$ cat src/rtl/cpu_write_buffer.sv
// Posted-write buffer between a CPU and a single-outstanding downstream bus.
// Writes are queued in a circular FIFO and drained in order. A read waits until
// the FIFO is empty, then goes to the bus. A flush waits until the FIFO is empty.
// Optional macro CPU_WRITE_BUFFER_FORWARD_EN: a read that hits a queued address
// returns the youngest matching entry's data directly.
module cpu_write_buffer #(
  parameter int unsigned DEPTH = 4
) (
  input  logic        i_clock,
  input  logic        i_reset,
  input  logic        i_request,
  input  logic        i_rw,
  input  logic        i_flush,
  input  logic [31:0] i_address,
  input  logic [31:0] i_wdata,
  output logic        o_ready,
  output logic [31:0] o_rdata,
  output logic        o_bus_rw,
  output logic        o_bus_request,
  input  logic        i_bus_ready,
  output logic [31:0] o_bus_address,
  input  logic [31:0] i_bus_rdata,
  output logic [31:0] o_bus_wdata
);

  localparam int unsigned AW = $clog2(DEPTH);
  localparam int unsigned CW = AW + 1;
  localparam logic [CW-1:0] CNT_FULL = DEPTH[CW-1:0];

  typedef enum logic [1:0] {U_IDLE, U_WRITE_WAIT, U_READ_WAIT, U_FLUSH_WAIT} ustate_t;
  typedef enum logic [1:0] {B_IDLE, B_WRITE, B_READ} bstate_t;

  ustate_t        r_ustate, w_ustate_d;
  bstate_t        r_bstate, w_bstate_d;
  logic [AW-1:0]  r_wr_ptr, r_rd_ptr;
  logic [CW-1:0]  r_count;
  logic [29:0]    r_mem_addr [DEPTH];
  logic [31:0]    r_mem_data [DEPTH];
  logic [29:0]    r_req_addr;
  logic [31:0]    r_req_wdata;
  logic           r_ready, w_ready_d;
  logic [31:0]    r_rdata, w_rdata_d;
  logic           r_bus_request, w_bus_request_d;
  logic           r_bus_rw, w_bus_rw_d;
  logic [31:0]    r_bus_address, w_bus_address_d;
  logic [31:0]    r_bus_wdata, w_bus_wdata_d;

  logic           w_accept, w_full, w_push, w_pop;
  logic [29:0]    w_push_addr;
  logic [31:0]    w_push_data;
  logic           w_fwd_hit;
  logic [31:0]    w_fwd_data;
  logic [1:0]     w_unused_addr_lsb;

  assign w_unused_addr_lsb = i_address[1:0];
  assign w_accept = i_request && !r_ready && (r_ustate == U_IDLE);
  // Full is judged on the registered count, so a pop never frees a slot in the same cycle.
  assign w_full   = (r_count == CNT_FULL);

`ifdef CPU_WRITE_BUFFER_FORWARD_EN
  // Scan oldest to youngest so the last match (youngest) wins.
  always_comb begin
    w_fwd_hit  = 1'b0;
    w_fwd_data = '0;
    for (int unsigned k = 0; k < DEPTH; k++) begin
      if ((CW'(k) < r_count) && (r_mem_addr[r_rd_ptr + AW'(k)] == i_address[31:2])) begin
        w_fwd_hit  = 1'b1;
        w_fwd_data = r_mem_data[r_rd_ptr + AW'(k)];
      end
    end
  end
`else
  assign w_fwd_hit  = 1'b0;
  assign w_fwd_data = '0;
`endif

  // Next-state and control for the upstream and drain FSMs.
  always_comb begin
    w_ustate_d      = r_ustate;
    w_bstate_d      = r_bstate;
    w_push          = 1'b0;
    w_pop           = 1'b0;
    w_push_addr     = i_address[31:2];
    w_push_data     = i_wdata;
    w_ready_d       = 1'b0;
    w_rdata_d       = '0;
    w_bus_request_d = r_bus_request;
    w_bus_rw_d      = r_bus_rw;
    w_bus_address_d = r_bus_address;
    w_bus_wdata_d   = r_bus_wdata;

    unique case (r_ustate)
      U_IDLE: begin
        if (w_accept) begin
          if (i_flush) begin
            if (r_count == '0) w_ready_d = 1'b1;
            else               w_ustate_d = U_FLUSH_WAIT;
          end else if (i_rw) begin
            if (w_full) begin
              w_ustate_d = U_WRITE_WAIT;
            end else begin
              w_push    = 1'b1;
              w_ready_d = 1'b1;
            end
          end else if (w_fwd_hit) begin
            w_ready_d = 1'b1;
            w_rdata_d = w_fwd_data;
          end else begin
            w_ustate_d = U_READ_WAIT;
          end
        end
      end
      U_WRITE_WAIT: begin
        if (!w_full) begin
          w_push      = 1'b1;
          w_push_addr = r_req_addr;
          w_push_data = r_req_wdata;
          w_ready_d   = 1'b1;
          w_ustate_d  = U_IDLE;
        end
      end
      U_READ_WAIT: begin
        if ((r_bstate == B_READ) && i_bus_ready) begin
          w_ready_d  = 1'b1;
          w_rdata_d  = i_bus_rdata;
          w_ustate_d = U_IDLE;
        end
      end
      U_FLUSH_WAIT: begin
        if (r_count == '0) begin
          w_ready_d  = 1'b1;
          w_ustate_d = U_IDLE;
        end
      end
      default: w_ustate_d = U_IDLE;
    endcase

    unique case (r_bstate)
      B_IDLE: begin
        if (r_count != '0) begin
          w_bstate_d      = B_WRITE;
          w_bus_request_d = 1'b1;
          w_bus_rw_d      = 1'b1;
          w_bus_address_d = {r_mem_addr[r_rd_ptr], 2'b00};
          w_bus_wdata_d   = r_mem_data[r_rd_ptr];
        end else if (r_ustate == U_READ_WAIT) begin
          w_bstate_d      = B_READ;
          w_bus_request_d = 1'b1;
          w_bus_rw_d      = 1'b0;
          w_bus_address_d = {r_req_addr, 2'b00};
          w_bus_wdata_d   = '0;
        end
      end
      B_WRITE, B_READ: begin
        if (i_bus_ready) begin
          w_pop           = (r_bstate == B_WRITE);
          w_bstate_d      = B_IDLE;
          w_bus_request_d = 1'b0;
          w_bus_rw_d      = 1'b0;
          w_bus_address_d = '0;
          w_bus_wdata_d   = '0;
        end
      end
      default: w_bstate_d = B_IDLE;
    endcase
  end

  // State, FIFO bookkeeping, request capture and registered outputs.
  always_ff @(posedge i_clock) begin
    if (!i_reset) begin
      r_ustate      <= U_IDLE;
      r_bstate      <= B_IDLE;
      r_wr_ptr      <= '0;
      r_rd_ptr      <= '0;
      r_count       <= '0;
      r_req_addr    <= '0;
      r_req_wdata   <= '0;
      r_ready       <= 1'b0;
      r_rdata       <= '0;
      r_bus_request <= 1'b0;
      r_bus_rw      <= 1'b0;
      r_bus_address <= '0;
      r_bus_wdata   <= '0;
    end else begin
      r_ustate      <= w_ustate_d;
      r_bstate      <= w_bstate_d;
      r_ready       <= w_ready_d;
      r_rdata       <= w_rdata_d;
      r_bus_request <= w_bus_request_d;
      r_bus_rw      <= w_bus_rw_d;
      r_bus_address <= w_bus_address_d;
      r_bus_wdata   <= w_bus_wdata_d;
      r_count       <= r_count + CW'(w_push) - CW'(w_pop);
      if (w_push) r_wr_ptr <= r_wr_ptr + AW'(1);
      if (w_pop)  r_rd_ptr <= r_rd_ptr + AW'(1);
      if (w_accept) begin
        r_req_addr  <= i_address[31:2];
        r_req_wdata <= i_wdata;
      end
    end
  end

  // Entry storage; validity is tracked by the count, so no reset is needed.
  always_ff @(posedge i_clock) begin
    if (w_push) begin
      r_mem_addr[r_wr_ptr] <= w_push_addr;
      r_mem_data[r_wr_ptr] <= w_push_data;
    end
  end

  assign o_ready       = r_ready;
  assign o_rdata       = r_rdata;
  assign o_bus_request = r_bus_request;
  assign o_bus_rw      = r_bus_rw;
  assign o_bus_address = r_bus_address;
  assign o_bus_wdata   = r_bus_wdata;

endmodule

$ cat config.mk
export PLATFORM = sky130hd
export DESIGN_NAME = cpu_write_buffer
export DESIGN_NICKNAME = d
export VERILOG_FILES = /design/src/rtl/cpu_write_buffer.sv
export SDC_FILE = /design/constraint.sdc
export NUM_CORES = 1
export LEC_CHECK = 0
export BUFFER_PORTS_ARGS = -buffer_cell sky130_fd_sc_hd__buf_2
export CORE_MARGIN = 5
export CORE_UTILIZATION = 55
export DETAILED_ROUTE_END_ITERATION = 12
export PLACE_DENSITY = 0.88
export SLEW_MARGIN = 10
export SYNTH_ARGS = -nofsm -noshare
export SYNTH_HDL_FRONTEND = slang
export SYNTH_SLANG_ARGS = --single-unit
$ cat constraint.sdc
create_clock -name i_clock -period 5.9 [get_ports i_clock]
set_input_delay 0.295 -clock i_clock [delete_from_list [all_inputs] [get_ports i_clock]]
set_output_delay 0.295 -clock i_clock [all_outputs]
set_load 0.02 [all_outputs]
==> qor.yml, run 1 <==
worst_setup_path:
  crit_path_max_fanout: 31
  crit_slowest_cell: "nor3_2"
  crit_family: "simple AND/OR/NAND/NOR gates"
  cp_common_cell: "buf_4"
  worstReg2RegStart: "r_count[2]$_SDFF_PN0_"
  rrSetupSlack_ns: 2.83
  critPathArrivalTime_ns: 3.54
  worstReg2RegEnd: "o_bus_wdata[26]$_SDFFE_PN0P_"
  critPathMaxStageDelay_ns: 0.70
  crit_path_end_kind: "flip-flop"
  cp_cell_sequence: "nor3_2 > a32o_1 > buf_4 > and2_1 > buf_4 > a22o_1"
  crit_path_start_kind: "flip-flop"
  worst-path-buf-inv: 2
  required_ns: 6.37
  crit_start: "r_count[2]$_SDFF_PN0_"
  critPathKind: "reg -> reg"
  reg2regPathDepth: 6
layout:
  stdcell_area_um2: 18800
  syn_to_final_growth_pct: 20.2
  final_nets: 1386
  fillers: 1794
  final_common_cell: "edfxtp_1"
  layout_common_cells: "248 x edfxtp_1, 196 x buf_2, 170 x dfxtp_1, 163 x nand2_1, 96 x a21oi_1"
  layout-drive-gt1-share: 0.320
  num_antenna_cells: 0
yosys:
  seq_area_frac_synth: 0.695
  synth_ff_type: "edfxtp_1"
  yosys.area.top_type: "edfxtp_1"
  synth_top_family_by_area: "multiplexers"
  synthTopCellsByArea: "edfxtp_1 48%, dfxtp_1 22%, mux4_2 8.9%"
  synth-compound-area-share: 0.0704
  yosys_register_bits: 420
  ys_types: 46
  synthArstFlopShare: 0
  yosys.area_share.simple: 0.0657
  yosys_warnings: 0
  synth_adder_area_share: 0.00847
  muxShareOfSynthArea: 0.135
  synthXorXnorAreaFrac: 0.00224
  synth_cells: 1039
  synth_top_area_frac: 0.475
  synth_area_um2: 15700
  syn_avg_cell_area_um2: 15.1
  synth_edf_count: 248
global_routing:
  grt_pass1_vias: 10300
  grt_use_total: 0.227
  grt_max_degree: 100
  grt_pass1_wl_mm: 56.2
  antenna_found_initial: 0
  grt.overflow.total: 0
placement:
  dpl.hpwl_mm: 20.6
  post_dp_cell_area_um2: 17000
  gp_congestion: 0.746
  port_buffers: 196
worst_hold_path:
  holdPathStages: 3
  min_path_type: "in -> reg"
  hold_end: "r_req_addr[13]$_SDFFE_PN0N_"
  worstHoldStart: "i_address[15]"
floorplan:
  start_util: 0.561
  fp.dieH_um: 179
  design.core.area_um2: 27900
  dieArea_um2: 32000
  num_rows: 61
  ios: 201
  die_w_um: 179
timing:
  post-route-period-util: 0.520
  final.min_clock_period_ns: 3.07
  setup_viol: 0
  rsz0062_at_grt: "no"
  setup_tns_ns: 0
  worst_pin_slew_ns: 1.19
  fmax_mhz: 326
  relSlewSlack: 0.208
  whs_ns: 0.0106
  fin_skew_ns: 0.0113
  final-hold-violation-count: 0
  slew_violations: 0
power:
  powerDensity_nw_per_um2: 406
  finalPower_mw: 7.65
  vdd_drop_max_mv: 0.267
  leakage_nw: 6.86
routing:
  firstDrtPassIters: 5
  dr_total_vias: 9697
  wire_per_inst_um: 21.3
  ant_nets: 0
  drt-vias-per-instance: 5.75
  dr.first_iter.drc_count: 826
  drt_wl_total_mm: 35.9
  drc: 0
clock_tree:
  path_clk_slew_ns: 0.06
  worstSkewPairLatency_ns: 0.54
  cts_tree: "yes"
  clockBufferDepth: 3
  clock_sinks: 420
  numCtsBuffers: 42
  cts_root_buf: "clkbuf_16"
  post_cts_resized: 0
  cts-htree-levels: 2
outcome:
  status: "finished, final reports clean"
run:
  cap_violations: 0
## worst min-delay path: stages
cell and delay [ns]:
buf_2 0.10, nand2_1 0.05, a21oi_1 0.05
## metal layers
layer / GRT usage / wire length (um)
met1: 0.287 / 13600
met2: 0.387 / 18300
met3: 0.0460 / 2750
met4: 0.0870 / 1240
met5: 0 / 0
## flip-flops by register name (all words and copies together), names as in the netlist, named ones only
signal	flops
r_ustate	2
o_bus_wdata	32
o_bus_request	1
r_req_wdata	32
o_bus_address	30
o_rdata	32
r_mem_data	128
r_rd_ptr	2
o_bus_rw	1
r_mem_addr	120
o_ready	1
r_bstate	2
r_wr_ptr	2
r_req_addr	30
r_count	3
## metrics by stage
stage	utilization	std cells	setup slack (ns)
after floorplan	-	1040	1.60
after global placement	0.609	1566	3.02
after detailed placement	0.609	1566	2.91
after CTS	0.674	1685	2.82
after global routing	0.674	1686	2.63
final	0.674	1686	2.83
## how the worst max path moves through the flow
stage	endpoint	slack [ns]	cells past startpoint
2_1_floorplan	r_mem_addr[0][0]$_DFFE_PP_	1.60	4
3_3_place_gp	o_bus_wdata[25]$_SDFFE_PN0P_	3.02	6
3_5_place_dp	o_bus_wdata[26]$_SDFFE_PN0P_	2.91	6
4_1_cts	o_bus_wdata[26]$_SDFFE_PN0P_	2.82	6
5_1_grt	o_bus_wdata[29]$_SDFFE_PN0P_	2.63	6
6_report	o_bus_wdata[26]$_SDFFE_PN0P_	2.83	6
## repair_timing
| item | CTS | global route |
|---|---|---|
| buffers inserted | 0 | 0 |
| hold endpoints to repair | 41 | 1 |
| hold buffers | 41 | 1 |
## Yosys cell counts, drive strengths merged (2+ instances only)
| cell | number |
|---|---|
| edfxtp | 248 |
| dfxtp | 172 |
| nand2 | 163 |
| a21oi | 97 |
| mux2 | 62 |
| mux4 | 62 |
| buf | 38 |
| and2 | 35 |
| a22o | 32 |
| a22oi | 30 |
| clkbuf | 29 |
| inv | 10 |
| nor2 | 10 |
| ha | 9 |
| nor2b | 6 |
| a31oi | 3 |
| nand2b | 3 |
| nand3 | 3 |
| nor3 | 3 |
| o21ai | 3 |
| xnor2 | 3 |
| mux2i | 2 |
| nor4b | 2 |
## kinds of logic after synthesis
family	count (synthesis)
flops	420
buf+inv	77
mux	126
other cells	1
compound gates	173
simple gates	228
xor+xnor	4
fa+ha+maj	10
## power by group
part	switching, mW	internal (mW)	total [mW]
logic	0.933	0.490	1.42
registers	0.145	3.40	3.54
clock network	1.08	1.60	2.68
total	2.16	5.49	7.65
## final cells by class
| class | count | area (um^2) | area share |
|---|---|---|---|
| Sequential cell | 420 | 10900 | 0.579 |
| Multi-Input combinational cell | 543 | 4470 | 0.238 |
| Tap cell | 378 | 473 | 0.0251 |
| Timing Repair Buffer | 257 | 1540 | 0.0820 |
| Inverter | 10 | 38.8 | 0.00206 |
| Clock inverter | 15 | 151 | 0.00804 |
| Clock buffer | 63 | 1250 | 0.0666 |
Note: power is estimated with default switching activity, not from simulation.
==> run 2, diff against run 1 <==
--- a/config.mk
+++ b/config.mk
@@ -7,7 +7,7 @@
 export LEC_CHECK = 0
 export BUFFER_PORTS_ARGS = -buffer_cell sky130_fd_sc_hd__buf_2
 export CORE_MARGIN = 5
-export CORE_UTILIZATION = 55
+export CORE_UTILIZATION = 52
 export DETAILED_ROUTE_END_ITERATION = 12
 export PLACE_DENSITY = 0.88
 export SLEW_MARGIN = 10
==> constraint.sdc (replaced) <==
create_clock -name i_clock -period 2.7 [get_ports i_clock]
set_input_delay 0.135 -clock i_clock [delete_from_list [all_inputs] [get_ports i_clock]]
set_output_delay 0.135 -clock i_clock [all_outputs]
set_load 0.02 [all_outputs]
==> run 2 against run 1 <==
  * Combinational power rose by 140%
  * Final area increased by 3.6%
  * Global-route usage fell by 0.57 points
  * Highest routed layer unchanged
  * Wire length increased by 4.5%
  * Sequential power grew 120%
==> qor.yml, run 2 (synthesis gave the netlist of run 1 again) <==
power:
  leakage_nw: 7.12
  vdd_drop_max_mv: 0.571
  powerDensity_nw_per_um2: 859
layout:
  largest_register: "r_mem_data"
  final_util: 0.657
  final_nets: 1451
  layout-drive-gt1-share: 0.308
  final_common_cell: "edfxtp_1"
  fillers: 1924
  largest_register_ffs: 128
  layout_common_cells: "248 x edfxtp_1, 196 x buf_2, 170 x dfxtp_1, 163 x nand2_1, 98 x dlygate4sd3_1"
  top_regs: "r_mem_data x128, r_mem_addr x120"
  syn_to_final_growth_pct: 24.6
routing:
  drt-vias-per-instance: 5.63
  drt_wl_total_mm: 37.5
  drc: 0
  wire_per_inst_um: 21.3
  dr_total_vias: 9931
  firstDrtPassIters: 5
  ant_nets: 0
  dr.first_iter.drc_count: 820
clock_tree:
  cts-htree-levels: 2
  cts_tree: "yes"
  clockBufferDepth: 3
  path_clk_slew_ns: 0.06
  worstSkewPairLatency_ns: 0.54
  post_cts_buffers: 0
  cts_root_buf: "clkbuf_16"
  clock_sinks: 420
  numCtsBuffers: 42
worst_setup_path:
  critPathMaxStageDelay_ns: 0.65
  cp_common_cell: "buf_4"
  worstReg2RegStart: "r_bstate[1]$_SDFFE_PN0P_"
  critPathKind: "reg -> reg"
  worst-path-buf-inv: 3
  crit_family: "simple AND/OR/NAND/NOR gates"
  rrSetupSlack_ns: 0.32
  critPathArrivalTime_ns: 2.84
  crit_path_start_kind: "flip-flop"
  worstReg2RegEnd: "o_bus_wdata[4]$_SDFFE_PN0P_"
  reg2regPathDepth: 7
  required_ns: 3.17
  crit_slowest_cell: "nor3_4"
  crit_path_max_fanout: 19
  crit_start: "r_bstate[1]$_SDFFE_PN0P_"
  crit_path_end_kind: "flip-flop"
  cp_cell_sequence: "inv_1 > ha_1 > nand2b_1 > buf_4 > nor3_4 > buf_4 > a22o_1"
timing:
  post-route-period-util: 0.880
  final-hold-violation-count: 0
  slew_violations: 0
  final.min_clock_period_ns: 2.38
  whs_ns: 0.0742
  fmax_mhz: 421
  worst_pin_slew_ns: 0.862
  relSlewSlack: 0.423
  fin_skew_ns: 0.0294
  rsz0062_at_grt: "no"
  setup_viol: 0
global_routing:
  antenna_found_initial: 1
  grt_max_degree: 73
  grt_use_total: 0.221
  grt_pass1_vias: 10700
  grt.overflow.total: 0
  grt_pass1_wl_mm: 58.5
run:
  cap_violations: 0
floorplan:
  die_w_um: 184
  start_util: 0.527
  fp.dieH_um: 184
  dieArea_um2: 33700
  ios: 201
  num_rows: 63
  design.core.area_um2: 29700
worst_hold_path:
  hold_end: "r_ustate[0]$_SDFFE_PN0P_"
  worstHoldStart: "i_rw"
  holdPathStages: 4
  min_path_type: "in -> reg"
outcome:
  status: "finished, final reports clean"
placement:
  dpl.hpwl_mm: 20.2
  gp_congestion: 0.749
  port_buffers: 196
[run 2: repair_timing]
action	in CTS	in global routing
hold endpoints to repair	333	0
resized for setup	0	1
endpoints found under the setup margin	0	6
hold buffers	98	0
[run 2: how the worst max path moves through the flow]
stage | to | depth (start not counted)
6_report | o_bus_wdata[4]$_SDFFE_PN0P_ | 7
5_1_grt | o_bus_wdata[7]$_SDFFE_PN0P_ | 7
4_1_cts | o_bus_address[25]$_SDFFE_PN0P_ | 7
3_5_place_dp | o_bus_address[11]$_SDFFE_PN0P_ | 7
3_3_place_gp | o_bus_address[24]$_SDFFE_PN0P_ | 7
2_1_floorplan | r_mem_addr[0][0]$_DFFE_PP_ | 4
[run 2: area by class of cell]
cell class                      instances  area (um^2)  share of cell area
Antenna cell                            1         2.50            0.000128
Clock buffer                           63         1180              0.0605
Clock inverter                         14          168             0.00859
Inverter                               10         38.8             0.00199
Multi-Input combinational cell        543         4480               0.230
Sequential cell                       420        10900               0.558
Tap cell                              390          488              0.0250
Timing Repair Buffer                  322         2260               0.116
[run 2: routing by layer]
metal | wire (um) | up-vias | GRT usage
li1 | - | 4461 | -
met1 | 14100 | 4924 | 0.273
met2 | 19500 | 467 | 0.393
met3 | 2990 | 79 | 0.0431
met4 | 972 | 0 | 0.0709
met5 | 0 | - | 0
[run 2: report_power, final]
| part | internal, mW | total (mW) | leakage [nW] | switching, mW |
|---|---|---|---|---|
| Clock | 3.33 | 5.69 | 0.653 | 2.36 |
| Sequential | 7.42 | 7.74 | 3.64 | 0.316 |
| Combinational | 1.21 | 3.34 | 2.83 | 2.14 |
| Total | 12.0 | 16.8 | 7.12 | 4.81 |
[run 2: worst reg2reg max path, stage by stage, from the launching register on]
cell,delay (ns)
dfxtp_1,0.34
inv_1,0.07
ha_1,0.29
nand2b_1,0.20
buf_4,0.17
nor3_4,0.65
buf_4,0.39
a22o_1,0.18
[run 2: through the flow]
stage                     setup slack, ns  std cells  cell area (um^2)  total power, mW  setup TNS (ns)
final                               0.323       1763             19500             16.8               0
after CTS                           0.222       1762             19500             16.8               0
after global routing                0.149       1763             19500             17.4               0
after global placement              0.330       1587             17200             10.9               0
after detailed placement            0.264       1587             17200             11.0               0
after floorplan                    -0.460       1040             15700             9.88         -114.08
